## src/rtl/gray2rgb_frame_sequencer_pkg.sv

```systemverilog
// Shared types for the grayscale-to-RGB frame sequencer: FSM encoding and RGB packing.
// Latency: n/a (types and a pure helper function only).
// Backpressure: n/a.
package gray2rgb_frame_sequencer_pkg;

    typedef enum logic [1:0] {
        ST_IDLE  = 2'd0,
        ST_RUN   = 2'd1,
        ST_DRAIN = 2'd2,
        ST_DONE  = 2'd3
    } seq_state_t;

    localparam int PIX_W = 8;
    localparam int RGB_W = 3 * PIX_W;

    // Field order fixes the packing: red lands in the MSBs, blue in the LSBs.
    typedef struct packed {
        logic [PIX_W-1:0] red;
        logic [PIX_W-1:0] green;
        logic [PIX_W-1:0] blue;
    } rgb_t;

    function automatic rgb_t pack_rgb(input logic [PIX_W-1:0] r,
                                      input logic [PIX_W-1:0] g,
                                      input logic [PIX_W-1:0] b);
        rgb_t p;
        p.red   = r;
        p.green = g;
        p.blue  = b;
        return p;
    endfunction

endpackage

```

## src/rtl/gray2rgb_frame_sequencer_if.sv

```systemverilog
// Bus bundle between the sequencer, frame memory, converter and output memory.
// Latency: n/a (wires only).
// Backpressure: wr_ready from output memory; reads and converter are never stalled.
// master = sequencer side, slave = memory/converter side.
interface gray2rgb_frame_sequencer_if #(
    parameter int ADDR_W = 19
);
    logic              rd_en;
    logic [ADDR_W-1:0] rd_addr;
    logic [7:0]        rd_data;
    logic [7:0]        conv_gray;
    logic              conv_valid;
    logic [7:0]        conv_red;
    logic [7:0]        conv_green;
    logic [7:0]        conv_blue;
    logic              conv_done;
    logic              wr_en;
    logic [ADDR_W-1:0] wr_addr;
    logic [23:0]       wr_data;
    logic              wr_ready;

    modport master (
        output rd_en, rd_addr, conv_gray, conv_valid, wr_en, wr_addr, wr_data,
        input  rd_data, conv_red, conv_green, conv_blue, conv_done, wr_ready
    );

    modport slave (
        input  rd_en, rd_addr, conv_gray, conv_valid, wr_en, wr_addr, wr_data,
        output rd_data, conv_red, conv_green, conv_blue, conv_done, wr_ready
    );
endinterface

```

## src/rtl/gray2rgb_frame_sequencer_fifo.sv

```systemverilog
// Synchronous result FIFO holding converted RGB words until output memory accepts them.
// Latency: 1 cycle push-to-head (head read from the storage array, visible after the push edge).
// Backpressure: none internally; the caller's credit scheme keeps push off a full FIFO.
// Ports: clk/rst_n, push/push_dat in, pop in, head_dat/cnt/empty out.
module seq_result_fifo #(
    parameter  int W     = 24,
    parameter  int DEPTH = 4,
    localparam int PTR_W = (DEPTH > 1) ? $clog2(DEPTH) : 1,
    localparam int CNT_W = $clog2(DEPTH + 1)
) (
    input  logic             clk,
    input  logic             rst_n,
    input  logic             push,
    input  logic [W-1:0]     push_dat,
    input  logic             pop,
    output logic [W-1:0]     head_dat,
    output logic [CNT_W-1:0] cnt,
    output logic             empty
);
    logic [W-1:0]     mem [DEPTH];
    logic [PTR_W-1:0] wr_ptr;
    logic [PTR_W-1:0] rd_ptr;
    logic             full;

    function automatic logic [PTR_W-1:0] ptr_inc(input logic [PTR_W-1:0] p);
        return (p == PTR_W'(DEPTH - 1)) ? '0 : p + 1'b1;
    endfunction

    always_ff @(posedge clk) begin
        if (push) begin
            mem[wr_ptr] <= push_dat;
        end
    end

    always_ff @(posedge clk or negedge rst_n) begin
        if (!rst_n) begin
            wr_ptr <= '0;
            rd_ptr <= '0;
            cnt    <= '0;
        end else begin
            if (push) wr_ptr <= ptr_inc(wr_ptr);
            if (pop)  rd_ptr <= ptr_inc(rd_ptr);
            case ({push, pop})
                2'b10:   cnt <= cnt + 1'b1;
                2'b01:   cnt <= cnt - 1'b1;
                default: cnt <= cnt;
            endcase
        end
    end

    assign head_dat = mem[rd_ptr];
    assign empty    = (cnt == '0);
    assign full     = (cnt == CNT_W'(DEPTH));

    a_no_overflow:  assert property (@(posedge clk) disable iff (!rst_n) !(push && full));
    a_no_underflow: assert property (@(posedge clk) disable iff (!rst_n) !(pop && empty));

endmodule

```

## src/rtl/gray2rgb_frame_sequencer.sv

```systemverilog
// Frame controller: streams IMG_W*IMG_H gray pixels through the converter into output memory.
// Latency: first write RD_LAT+CONV_LAT+1 cycles after first read; 1 pixel/cycle when wr_ready held.
// Backpressure: wr_ready stalls the result FIFO; reads stop once inflight+FIFO occupancy hits FIFO_D.
// Ports: clk/rst_n, start_i/busy_o/frame_done_o control, bus (master) to memories and converter.
module gray2rgb_frame_sequencer
    import gray2rgb_frame_sequencer_pkg::*;
#(
    parameter int IMG_W    = 640,
    parameter int IMG_H    = 480,
    parameter int ADDR_W   = 19,
    parameter int RD_LAT   = 1,
    parameter int CONV_LAT = 1,
    parameter int FIFO_D   = 4
) (
    input  logic                       clk,
    input  logic                       rst_n,
    input  logic                       start_i,
    output logic                       busy_o,
    output logic                       frame_done_o,
    gray2rgb_frame_sequencer_if.master bus
);
    localparam int N     = IMG_W * IMG_H;
    localparam int CNT_W = ADDR_W + 1;
    localparam int CR_W  = $clog2(FIFO_D + 1);
    localparam logic [CNT_W-1:0] N_CNT = CNT_W'(N);

    seq_state_t       state_q, state_d;
    logic [CNT_W-1:0] rd_cnt, wr_cnt;
    logic [CR_W-1:0]  inflight, fifo_cnt;
    logic [CR_W:0]    credits_used;
    logic [RD_LAT-1:0] vld_sr;
    logic             in_frame, issue, push, pop, fifo_empty;
    rgb_t             head;

    // FSM: state register
    always_ff @(posedge clk or negedge rst_n) begin
        if (!rst_n) state_q <= ST_IDLE;
        else        state_q <= state_d;
    end

    // FSM: next state
    always_comb begin
        state_d = state_q;
        case (state_q)
            ST_IDLE:  if (start_i)         state_d = ST_RUN;
            ST_RUN:   if (rd_cnt == N_CNT) state_d = ST_DRAIN;
            ST_DRAIN: if (wr_cnt == N_CNT) state_d = ST_DONE;
            default:                       state_d = ST_IDLE;
        endcase
    end

    // FSM: outputs. busy drops in the same cycle frame_done pulses.
    always_comb begin
        in_frame     = (state_q == ST_RUN) || (state_q == ST_DRAIN);
        busy_o       = in_frame;
        frame_done_o = (state_q == ST_DONE);
    end

    // A read may only be issued if its result is guaranteed a FIFO slot, so the
    // FIFO never needs to push back on the converter.
    assign credits_used = {1'b0, inflight} + {1'b0, fifo_cnt};
    assign issue = (state_q == ST_RUN) && (rd_cnt < N_CNT)
                && (credits_used < (CR_W + 1)'(FIFO_D));
    assign push  = bus.conv_done && in_frame;
    assign pop   = bus.wr_en && bus.wr_ready;

    always_ff @(posedge clk or negedge rst_n) begin
        if (!rst_n) begin
            rd_cnt   <= '0;
            wr_cnt   <= '0;
            inflight <= '0;
        end else if ((state_q == ST_IDLE) && start_i) begin
            rd_cnt   <= '0;
            wr_cnt   <= '0;
            inflight <= '0;
        end else begin
            if (issue) rd_cnt <= rd_cnt + 1'b1;
            if (pop)   wr_cnt <= wr_cnt + 1'b1;
            case ({issue, push})
                2'b10:   inflight <= inflight + 1'b1;
                2'b01:   inflight <= inflight - 1'b1;
                default: inflight <= inflight;
            endcase
        end
    end

    // Read strobe delayed by the memory latency marks the cycle rd_data is valid.
    always_ff @(posedge clk or negedge rst_n) begin
        if (!rst_n) begin
            vld_sr <= '0;
        end else begin
            vld_sr[0] <= issue;
            for (int i = 1; i < RD_LAT; i++) vld_sr[i] <= vld_sr[i-1];
        end
    end

    // Memory data is forwarded in its valid cycle without another register so the
    // first write lands RD_LAT+CONV_LAT+1 cycles after the first read.
    assign bus.conv_valid = vld_sr[RD_LAT-1];
    assign bus.conv_gray  = bus.conv_valid ? bus.rd_data : 8'd0;
    assign bus.rd_en      = issue;
    assign bus.rd_addr    = issue ? rd_cnt[ADDR_W-1:0] : '0;

    seq_result_fifo #(
        .W     (RGB_W),
        .DEPTH (FIFO_D)
    ) u_fifo (
        .clk      (clk),
        .rst_n    (rst_n),
        .push     (push),
        .push_dat (pack_rgb(bus.conv_red, bus.conv_green, bus.conv_blue)),
        .pop      (pop),
        .head_dat (head),
        .cnt      (fifo_cnt),
        .empty    (fifo_empty)
    );

    assign bus.wr_en   = !fifo_empty;
    assign bus.wr_addr = bus.wr_en ? wr_cnt[ADDR_W-1:0] : '0;
    assign bus.wr_data = bus.wr_en ? head : '0;

    a_fifo_depth: assert property (@(posedge clk) FIFO_D >= RD_LAT + CONV_LAT + 1);

endmodule

```

## src/flat_wrapper.sv

```systemverilog
// flat-port wrapper written by rule: the top's interface ports become plain ports
module gray2rgb_frame_sequencer_flat import gray2rgb_frame_sequencer_pkg::*;
#(
    parameter int IMG_W    = 640,
    parameter int IMG_H    = 480,
    parameter int ADDR_W   = 19,
    parameter int RD_LAT   = 1,
    parameter int CONV_LAT = 1,
    parameter int FIFO_D   = 4
)
  (clk, rst_n, start_i, busy_o, frame_done_o, bus_rd_en, bus_rd_addr, bus_conv_gray, bus_conv_valid, bus_wr_en, bus_wr_addr, bus_wr_data, bus_rd_data, bus_conv_red, bus_conv_green, bus_conv_blue, bus_conv_done, bus_wr_ready);
  gray2rgb_frame_sequencer_if #(.ADDR_W(ADDR_W)) bus_i ();
  input  logic clk;
  input  logic rst_n;
  input  logic start_i;
  output logic busy_o;
  output logic frame_done_o;
  output wire logic [$bits(bus_i.rd_en)-1:0] bus_rd_en;
  output wire logic [$bits(bus_i.rd_addr)-1:0] bus_rd_addr;
  output wire logic [$bits(bus_i.conv_gray)-1:0] bus_conv_gray;
  output wire logic [$bits(bus_i.conv_valid)-1:0] bus_conv_valid;
  output wire logic [$bits(bus_i.wr_en)-1:0] bus_wr_en;
  output wire logic [$bits(bus_i.wr_addr)-1:0] bus_wr_addr;
  output wire logic [$bits(bus_i.wr_data)-1:0] bus_wr_data;
  input wire logic [$bits(bus_i.rd_data)-1:0] bus_rd_data;
  input wire logic [$bits(bus_i.conv_red)-1:0] bus_conv_red;
  input wire logic [$bits(bus_i.conv_green)-1:0] bus_conv_green;
  input wire logic [$bits(bus_i.conv_blue)-1:0] bus_conv_blue;
  input wire logic [$bits(bus_i.conv_done)-1:0] bus_conv_done;
  input wire logic [$bits(bus_i.wr_ready)-1:0] bus_wr_ready;
  assign bus_rd_en = bus_i.rd_en;
  assign bus_rd_addr = bus_i.rd_addr;
  assign bus_conv_gray = bus_i.conv_gray;
  assign bus_conv_valid = bus_i.conv_valid;
  assign bus_wr_en = bus_i.wr_en;
  assign bus_wr_addr = bus_i.wr_addr;
  assign bus_wr_data = bus_i.wr_data;
  assign bus_i.rd_data = bus_rd_data;
  assign bus_i.conv_red = bus_conv_red;
  assign bus_i.conv_green = bus_conv_green;
  assign bus_i.conv_blue = bus_conv_blue;
  assign bus_i.conv_done = bus_conv_done;
  assign bus_i.wr_ready = bus_wr_ready;
  gray2rgb_frame_sequencer #(.IMG_W(IMG_W), .IMG_H(IMG_H), .ADDR_W(ADDR_W), .RD_LAT(RD_LAT), .CONV_LAT(CONV_LAT), .FIFO_D(FIFO_D)) u_core (.clk(clk), .rst_n(rst_n), .start_i(start_i), .busy_o(busy_o), .frame_done_o(frame_done_o), .bus(bus_i));
endmodule
```

## config.mk

```make
export PLATFORM = sky130hd
export DESIGN_NAME = gray2rgb_frame_sequencer_flat
export DESIGN_NICKNAME = d
export VERILOG_FILES = /design/src/rtl/gray2rgb_frame_sequencer_pkg.sv /design/src/rtl/gray2rgb_frame_sequencer_if.sv /design/src/rtl/gray2rgb_frame_sequencer_fifo.sv /design/src/rtl/gray2rgb_frame_sequencer.sv /design/src/flat_wrapper.sv
export SDC_FILE = /design/constraint.sdc
export NUM_CORES = 1
export LEC_CHECK = 0
export ABC_CLOCK_PERIOD_IN_PS = 6000
export CAP_MARGIN = 20
export CELL_PAD_IN_SITES_DETAIL_PLACEMENT = 2
export CELL_PAD_IN_SITES_GLOBAL_PLACEMENT = 2
export CORE_MARGIN = 1
export CORE_UTILIZATION = 40
export DETAILED_ROUTE_END_ITERATION = 10
export PLACE_DENSITY = 0.87
export SLEW_MARGIN = 20
export SYNTH_ARGS = -nofsm -noshare
export SYNTH_HDL_FRONTEND = slang
export SYNTH_SLANG_ARGS = --single-unit
```

## constraint.sdc

```tcl
create_clock -name clk -period 6 [get_ports clk]
set_clock_uncertainty 0.2 [all_clocks]
set_input_delay 0.6 -clock clk [delete_from_list [all_inputs] [get_ports clk]]
set_output_delay 0.6 -clock clk [all_outputs]
set_load 0.05 [all_outputs]
```

==> results.py, run 1 <==
metrics = {
    "status": {
        "outcome": "completed",
    },
    "synthesis": {
        "mappedNetlistArea_um2": 6955,
        "synth_top_cell_area_share": 0.4145,
        "yosys-top-cells-area": "sky130_fd_sc_hd__edfxtp_1 41%, sky130_fd_sc_hd__dfrtp_1 19%, sky130_fd_sc_hd__mux4_2 7.8%",
        "synth.net_count": 583,
        "synth.largest_area_cell": "sky130_fd_sc_hd__edfxtp_1",
        "postSynth.topFlopCell": "sky130_fd_sc_hd__edfxtp_1",
        "synth.lib_cells_used.distinct": 48,
        "synth_enable_flop_cells": 96,
        "synthMostInstantiatedCell": "sky130_fd_sc_hd__edfxtp_1",
        "ys_seq_area_frac": 0.6051,
        "post_synth.cell_area_avg_um2": 13.20,
        "synthCells": 527,
        "proportion_of_synthesized_flip_flops_having_asynchronous_set_or_reset": 0.3557,
        "synth.ff_latch_count": 149,
        "ys_top_cells_by_count": "96 x sky130_fd_sc_hd__edfxtp_1, 53 x sky130_fd_sc_hd__dfrtp_1, 42 x sky130_fd_sc_hd__nor2b_1, 37 x sky130_fd_sc_hd__nor2_1, 30 x sky130_fd_sc_hd__nand2_1",
        "ys_warn_count": 0,
    },
    "global_routing": {
        "grt_overflow": 0,
        "antenna_violations_before_repair": 0,
        "grt_first_pass_wirelength_um": 34820,
        "grt_max_degree": 54,
        "grt_usage": 0.2693,
        "first_global_vias": 5664,
    },
    "detailed_routing": {
        "route.vias.total": 4941,
        "drt-wirelength-per-cell_um": 25.63,
        "drtPass1Iterations": 4,
        "wl_met2_um": 12090,
        "route.detailed.vias_per_inst": 5.653,
        "detail-route-antenna-nets": 0,
        "routed.top_layer": "met4",
        "routed_wl_um": 22400,
        "drt_first_iter_violations": 243,
        "met3_length_um": 1033,
        "m1WireLength_um": 8557,
        "post-route-drc-count": 0,
    },
    "finish": {
        "areaGrowthSynthToFinish_pct": 28.22,
        "layout.nets": 698,
        "proportion_of_layout_cells_with_a_drive_suffix_above_1": 0.1147,
        "regArea_um2": 4210,
        "multi_input_comb_area_um2": 2596,
        "antenna-diode-count": 0,
        "nFillCells": 1527,
    },
    "power": {
        "power_leakage_nw": 3.329,
        "power.clock.fraction": 0.204,
        "seq_power_share": 0.297,
        "switching_share": 0.4632,
        "switching_power_mw": 2.517,
        "internal_power_mw": 2.917,
        "powerDensity_nw_per_um2": 609.2,
        "comb_power_share": 0.499,
        "vdd_drop_max_mv": 0.3745,
    },
    "timing": {
        "number_of_pins_with_negative_max_slew_slack_in_the_final_report": 0,
        "max_freq_mhz": 206.3,
        "worst-slew-pin-transition_ps": 944.2,
        "final_period_minus_worst_setup_slack_ps": 4846,
        "fin_tns_setup_ps": 0,
        "relSlewSlack": 0.3639,
        "fraction_of_the_cycle_the_final_worst_path_needs": 0.8077,
        "timing.final.hold_violations": 0,
        "rsz0062_at_grt": "no",
        "finalSetupViolations": 0,
        "timing.hold.ws_ps": 99.26,
    },
    "place": {
        "dp_hpwl_um": 14760,
        "place.gp.congestion": 0.7889,
        "port_buffers": 111,
    },
    "floorplan": {
        "chipHeight_um": 133.9,
        "ports_placed_on_the_boundary": 112,
        "core_region_area_um2": 16760,
        "floorplan.initialDensity": 0.4150,
        "die_area_um2": 17920,
        "die_x_um": 133.9,
        "count_of_standard_cell_rows": 47,
    },
    "cts": {
        "clock_tree.htree_level_count": 4,
        "cts_root_buf": "sky130_fd_sc_hd__clkbuf_16",
        "clock_pin_slew_reported_for_the_worst_setup_and_hold_paths_after_clock_tree_synthesis_ps": 70,
        "cts_made_buffers": 17,
        "cts_buffer_depth": 2,
        "worst_skew_pair.late_latency_ps": 440,
        "tritoncts": "yes",
        "ctsHoldBuffers": 0,
        "post-cts-setup-buffers": 0,
        "post_cts_resized": 0,
        "clock_sink_count": 149,
    },
    "worst_setup_path": {
        "worst_setup_path_startpoint": "u_core.u_fifo.cnt[2]",
        "rr_startpoint": "u_core.state_q[1]",
        "worstSetupStartpointType": "flop",
        "worstPathMaxFanout": 19,
        "worst-endpoint-required_ps": 5200,
        "worst-r2r-cell-count": 10,
        "critPathArrivalTime_ps": 4050,
        "setup.worst_path.end_class": "output pin",
        "timing.setup.critical_path_class": "flop to output pin",
    },
    "worst_hold_path": {
        "worstHoldPathType": "primary input to async pin",
    },
    "flow_run": {
        "max_cap_violation_count": 0,
    },
}
## cells by family after synthesis
group | Yosys count | synth area share
simple gates | 223 | 0.1795
flops | 149 | 0.6051
mux | 28 | 0.08365
buf+inv | 41 | 0.02320
compound gates | 40 | 0.03814
xor+xnor | 27 | 0.03400
fa+ha+maj | 19 | 0.03634
## per-stage QoR
| stage | utilization | cells | area, µm² | power [mW] | setup WS [ps] |
|---|---|---|---|---|---|
| after CTS | 0.5321 | 874 | 8919 | 5.469 | 1117 |
| after global routing | 0.5321 | 874 | 8919 | 5.647 | 895.2 |
| after floorplan | - | 527 | 6955 | 3.338 | 2569 |
| final | 0.5321 | 874 | 8919 | 5.434 | 1154 |
| after global placement | 0.4958 | 843 | 8309 | 4.112 | 2138 |
| after detailed placement | 0.4962 | 843 | 8315 | 4.289 | 1793 |
## layout by cell type, fill, tap and decap left out, types with 4 or more instances in the layout
cell type,count
sky130_fd_sc_hd__and3_1,8
sky130_fd_sc_hd__buf_4,8
sky130_fd_sc_hd__clkdlybuf4s50_1,110
sky130_fd_sc_hd__or4_1,6
sky130_fd_sc_hd__nor4_1,12
sky130_fd_sc_hd__nor2_1,37
sky130_fd_sc_hd__nand4_1,14
sky130_fd_sc_hd__mux4_2,24
sky130_fd_sc_hd__edfxtp_1,96
sky130_fd_sc_hd__o31ai_1,8
sky130_fd_sc_hd__and2_1,29
sky130_fd_sc_hd__nand3_1,17
sky130_fd_sc_hd__xor2_1,18
sky130_fd_sc_hd__inv_1,18
sky130_fd_sc_hd__and4_1,4
sky130_fd_sc_hd__nand2b_1,4
sky130_fd_sc_hd__xnor2_1,9
sky130_fd_sc_hd__nor3_1,4
sky130_fd_sc_hd__ha_1,17
sky130_fd_sc_hd__clkinv_4,4
sky130_fd_sc_hd__nor2b_1,42
sky130_fd_sc_hd__clkbuf_16,17
sky130_fd_sc_hd__dfrtp_1,52
sky130_fd_sc_hd__nand2_1,30
sky130_fd_sc_hd__o21ai_0,7
sky130_fd_sc_hd__a21oi_1,12
## power by group through the flow
stage / clock network [mW] / logic, mW / registers (mW)
6_report: 1.11 / 2.71 / 1.62
5_1_grt: 1.16 / 2.84 / 1.65
4_1_cts: 1.12 / 2.73 / 1.62
3_5_place_dp: 0 / 2.66 / 1.63
3_3_place_gp: 0 / 2.53 / 1.58
2_1_floorplan: 0 / 1.87 / 1.47
## layer usage
| metal | vias to the layer above | GRT usage |
|---|---|---|
| met5 | - | 0 |
| met4 | 0 | 0.1288 |
| met3 | 48 | 0.05215 |
| met2 | 176 | 0.4925 |
| met1 | 2558 | 0.2993 |
| li1 | 2159 | - |
## final cells by class
type,count,area share
Sequential cell,149,0.4721
Multi-Input combinational cell,337,0.2911
Timing Repair Buffer,119,0.1308
Clock buffer,17,0.04770
Tap cell,220,0.03086
Clock inverter,14,0.01992
Inverter,18,0.007576
## state kept, by name, summed over array words and instances, names as in the netlist
name                   flops
u_core.u_fifo.cnt          3
u_core.u_fifo.rd_ptr       2
u_core.rd_cnt             20
u_core.bus.conv_valid      1
u_core.wr_cnt             20
u_core.state_q             2
u_core.u_fifo.wr_ptr       2
u_core.u_fifo.mem         96
u_core.inflight            3
## path summary, 6_finish.rpt
kind / endpoint / slack, ps
worst max-delay path: bus_rd_addr[2] / 1150
worst min-delay path: u_core.wr_cnt[16] / 100
worst max register to register: u_core.inflight[2] / 2620
worst min register to register: u_core.rd_cnt[1] / 400
max in group asynchronous: u_core.u_fifo.rd_ptr[0] / 4950
min in group clk: u_core.rd_cnt[1] / 400
## critical path, stage by stage, from the launching register on
cell                              delay [ps]
sky130_fd_sc_hd__dfrtp_1                 460
sky130_fd_sc_hd__ha_1                    350
sky130_fd_sc_hd__nor4_1                  390
sky130_fd_sc_hd__and2_1                  390
sky130_fd_sc_hd__nand3_2                 400
sky130_fd_sc_hd__inv_1                   550
sky130_fd_sc_hd__and2_1                  240
sky130_fd_sc_hd__clkdlybuf4s50_1         820
Power figures use the tool's default switching activity.
==> run 2: changes to the inputs <==
--- a/config.mk
+++ b/config.mk
@@ -5,14 +5,14 @@
 export SDC_FILE = /design/constraint.sdc
 export NUM_CORES = 1
 export LEC_CHECK = 0
-export ABC_CLOCK_PERIOD_IN_PS = 6000
+export ABC_CLOCK_PERIOD_IN_PS = 4200
 export CAP_MARGIN = 20
 export CELL_PAD_IN_SITES_DETAIL_PLACEMENT = 2
 export CELL_PAD_IN_SITES_GLOBAL_PLACEMENT = 2
 export CORE_MARGIN = 1
-export CORE_UTILIZATION = 40
+export CORE_UTILIZATION = 33
 export DETAILED_ROUTE_END_ITERATION = 10
-export PLACE_DENSITY = 0.87
+export PLACE_DENSITY = 0.77
 export SLEW_MARGIN = 20
 export SYNTH_ARGS = -nofsm -noshare
 export SYNTH_HDL_FRONTEND = slang
==> constraint.sdc (replaced) <==
create_clock -name clk -period 4.2 [get_ports clk]
set_clock_uncertainty 0.2 [all_clocks]
set_input_delay 0.42 -clock clk [delete_from_list [all_inputs] [get_ports clk]]
set_output_delay 0.42 -clock clk [all_outputs]
set_load 0.05 [all_outputs]
==> results.py, run 2 (synthesis results as in run 1) <==
metrics = {
    "floorplan": {
        "chipHeight_um": 147.2,
        "die_area_um2": 21660,
        "count_of_standard_cell_rows": 52,
        "floorplan.initialDensity": 0.3405,
        "core_region_area_um2": 20430,
        "ports_placed_on_the_boundary": 112,
        "die_x_um": 147.2,
    },
    "worst_setup_path": {
        "setup.worst_path.end_class": "output pin",
        "crit_buf_inv": 3,
        "worst_setup_path_startpoint": "u_core.u_fifo.cnt[1]",
        "worst-endpoint-required_ps": 3580,
        "rr_startpoint": "u_core.state_q[0]",
        "critical-path-slowest-cell": "sky130_fd_sc_hd__clkdlybuf4s50_1",
        "crit_chain": "ha_1, nor4_1, and2_1, nand3_2, inv_1, buf_4, and2_1, clkdlybuf4s50_1",
        "worstPathMaxFanout": 19,
        "timing.setup.critical_path_class": "flop to output pin",
        "worstSetupStartpointType": "flop",
        "worst_path_dominant_cell_family": "buffers and inverters",
        "critical-path-max-stage-delay_ps": 810,
        "critPathArrivalTime_ps": 3160,
        "worst_path_most_repeated_cell": "sky130_fd_sc_hd__and2_1",
    },
    "timing": {
        "max_freq_mhz": 264.6,
        "finalSetupViolations": 0,
        "fraction_of_the_cycle_the_final_worst_path_needs": 0.8999,
        "relSlewSlack": 0.4184,
        "layout_setup_ws_ps": 420.5,
        "timing.final.hold_violations": 0,
        "number_of_pins_with_negative_max_slew_slack_in_the_final_report": 0,
        "rsz0062_at_grt": "no",
        "fin_tns_setup_ps": 0,
        "worst-slew-pin-transition_ps": 872.5,
        "final_period_minus_worst_setup_slack_ps": 3779,
    },
    "detailed_routing": {
        "detail-route-antenna-nets": 0,
        "routed_wl_um": 19070,
        "drtPass1Iterations": 4,
        "route.vias.total": 4762,
        "post-route-drc-count": 0,
        "drt_first_iter_violations": 133,
        "route.detailed.vias_per_inst": 5.120,
        "drt-wirelength-per-cell_um": 20.51,
    },
    "cts": {
        "cts_made_buffers": 17,
        "worst_skew_pair.late_latency_ps": 430,
        "tritoncts": "yes",
        "cts_buffer_depth": 2,
        "clock_tree.htree_level_count": 4,
        "cts_root_buf": "sky130_fd_sc_hd__clkbuf_16",
        "clock_pin_slew_reported_for_the_worst_setup_and_hold_paths_after_clock_tree_synthesis_ps": 70,
        "post-cts-setup-buffers": 0,
        "clock_sink_count": 149,
    },
    "power": {
        "vdd_drop_max_mv": 0.3848,
        "design_power_total_mw": 7.574,
        "power_leakage_nw": 3.358,
        "powerDensity_nw_per_um2": 841.9,
    },
    "flow_run": {
        "max_cap_violation_count": 0,
    },
    "place": {
        "place.gp.congestion": 0.7693,
        "preCtsSetupSlack_ps": 919.8,
        "dp_hpwl_um": 12890,
        "detailed_place.area_um2": 8402,
        "port_buffers": 111,
    },
    "finish": {
        "largest-register": "u_core.u_fifo.mem",
        "proportion_of_layout_cells_with_a_drive_suffix_above_1": 0.1227,
        "areaGrowthSynthToFinish_pct": 29.34,
        "final_core_util": 0.4403,
        "postLayoutCellArea_um2": 8996,
        "largest_register_ff_count": 96,
        "multi_input_comb_area_um2": 2590,
        "regArea_um2": 4210,
        "layout_common_cells": "110 x sky130_fd_sc_hd__clkdlybuf4s50_1, 96 x sky130_fd_sc_hd__edfxtp_1, 52 x sky130_fd_sc_hd__dfrtp_1, 42 x sky130_fd_sc_hd__nor2b_1, 37 x sky130_fd_sc_hd__nor2_1",
        "layout.nets": 703,
        "nFillCells": 2063,
        "final_common_cell": "sky130_fd_sc_hd__clkdlybuf4s50_1",
        "antenna-diode-count": 0,
        "biggestRegsByFlops": "u_core.u_fifo.mem: 96 flops, u_core.rd_cnt: 20 flops, u_core.wr_cnt: 20 flops",
    },
    "global_routing": {
        "grt_usage": 0.1886,
        "grt_max_degree": 54,
        "antenna_violations_before_repair": 0,
        "grt_overflow": 0,
        "first_global_vias": 5375,
        "grt_first_pass_wirelength_um": 31070,
    },
    "worst_hold_path": {
        "worstHoldStart": "u_core.rd_cnt[19]",
        "worstHoldPathType": "flop to flop",
    },
    "status": {
        "outcome": "completed",
    },
}
[run 2: cell types whose count changed in the layout (fill, tap and decap cells not counted), sizes merged]
cell         delta
inv             +7
bufinv          -2
clkinv          -1
clkinvlp        -3
dlygate4sd3     +1
buf             +4
[run 2: final cells by class]
type | count | area share
inverters | 18 | 0.007510
flip-flops and latches | 149 | 0.4680
multi-input cells | 337 | 0.2879
clock buffers | 17 | 0.04729
clock inverters | 15 | 0.01766
well taps | 270 | 0.03755
repair buffers | 124 | 0.1341
[run 2: power by group]
| group | switching [mW] | internal (mW) |
|---|---|---|
| Sequential | 0.328 | 1.89 |
| Clock | 0.679 | 0.844 |
| Combinational | 2.47 | 1.36 |
[run 2: metrics by stage]
| step | instances | hold slack [ps] |
|---|---|---|
| 4_1_cts | 930 | 358.0 |
| 5_1_grt | 930 | 379.6 |
| 3_5_place_dp | 897 | 333.9 |
| 3_3_place_gp | 897 | 328.5 |
| 2_1_floorplan | 527 | -75.59 |
| 6_report | 930 | 353.9 |
[run 2: final timing paths]
| kind | endpoint | slack, ps | depth (start not counted) |
|---|---|---|---|
| min reg2reg | u_core.rd_cnt[19] | 350 | 1 |
| min in group asynchronous | u_core.bus.conv_valid | 480 | 3 |
| max in group asynchronous | u_core.u_fifo.rd_ptr[0] | 2790 | 3 |
| min | u_core.rd_cnt[19] | 350 | 1 |
| max | bus_rd_addr[2] | 420 | 8 |
| max reg2reg | u_core.inflight[2] | 960 | 10 |
[run 2: what timing repair did]
| action | 4_1_cts | 5_1_grt |
|---|---|---|
| hold endpoints to repair | 53 | 0 |
| resized for setup | 0 | 0 |
| hold buffers | 1 | 0 |
[run 2: layer usage]
| metal | GRT usage | part of all wire | routed length [µm] |
|---|---|---|---|
| met5 | 0 | 0 | 0 |
| met4 | 0.05206 | 0.013 | 240 |
| met3 | 0.04752 | 0.047 | 888 |
| met2 | 0.3309 | 0.52 | 9887 |
| met1 | 0.2288 | 0.42 | 8056 |
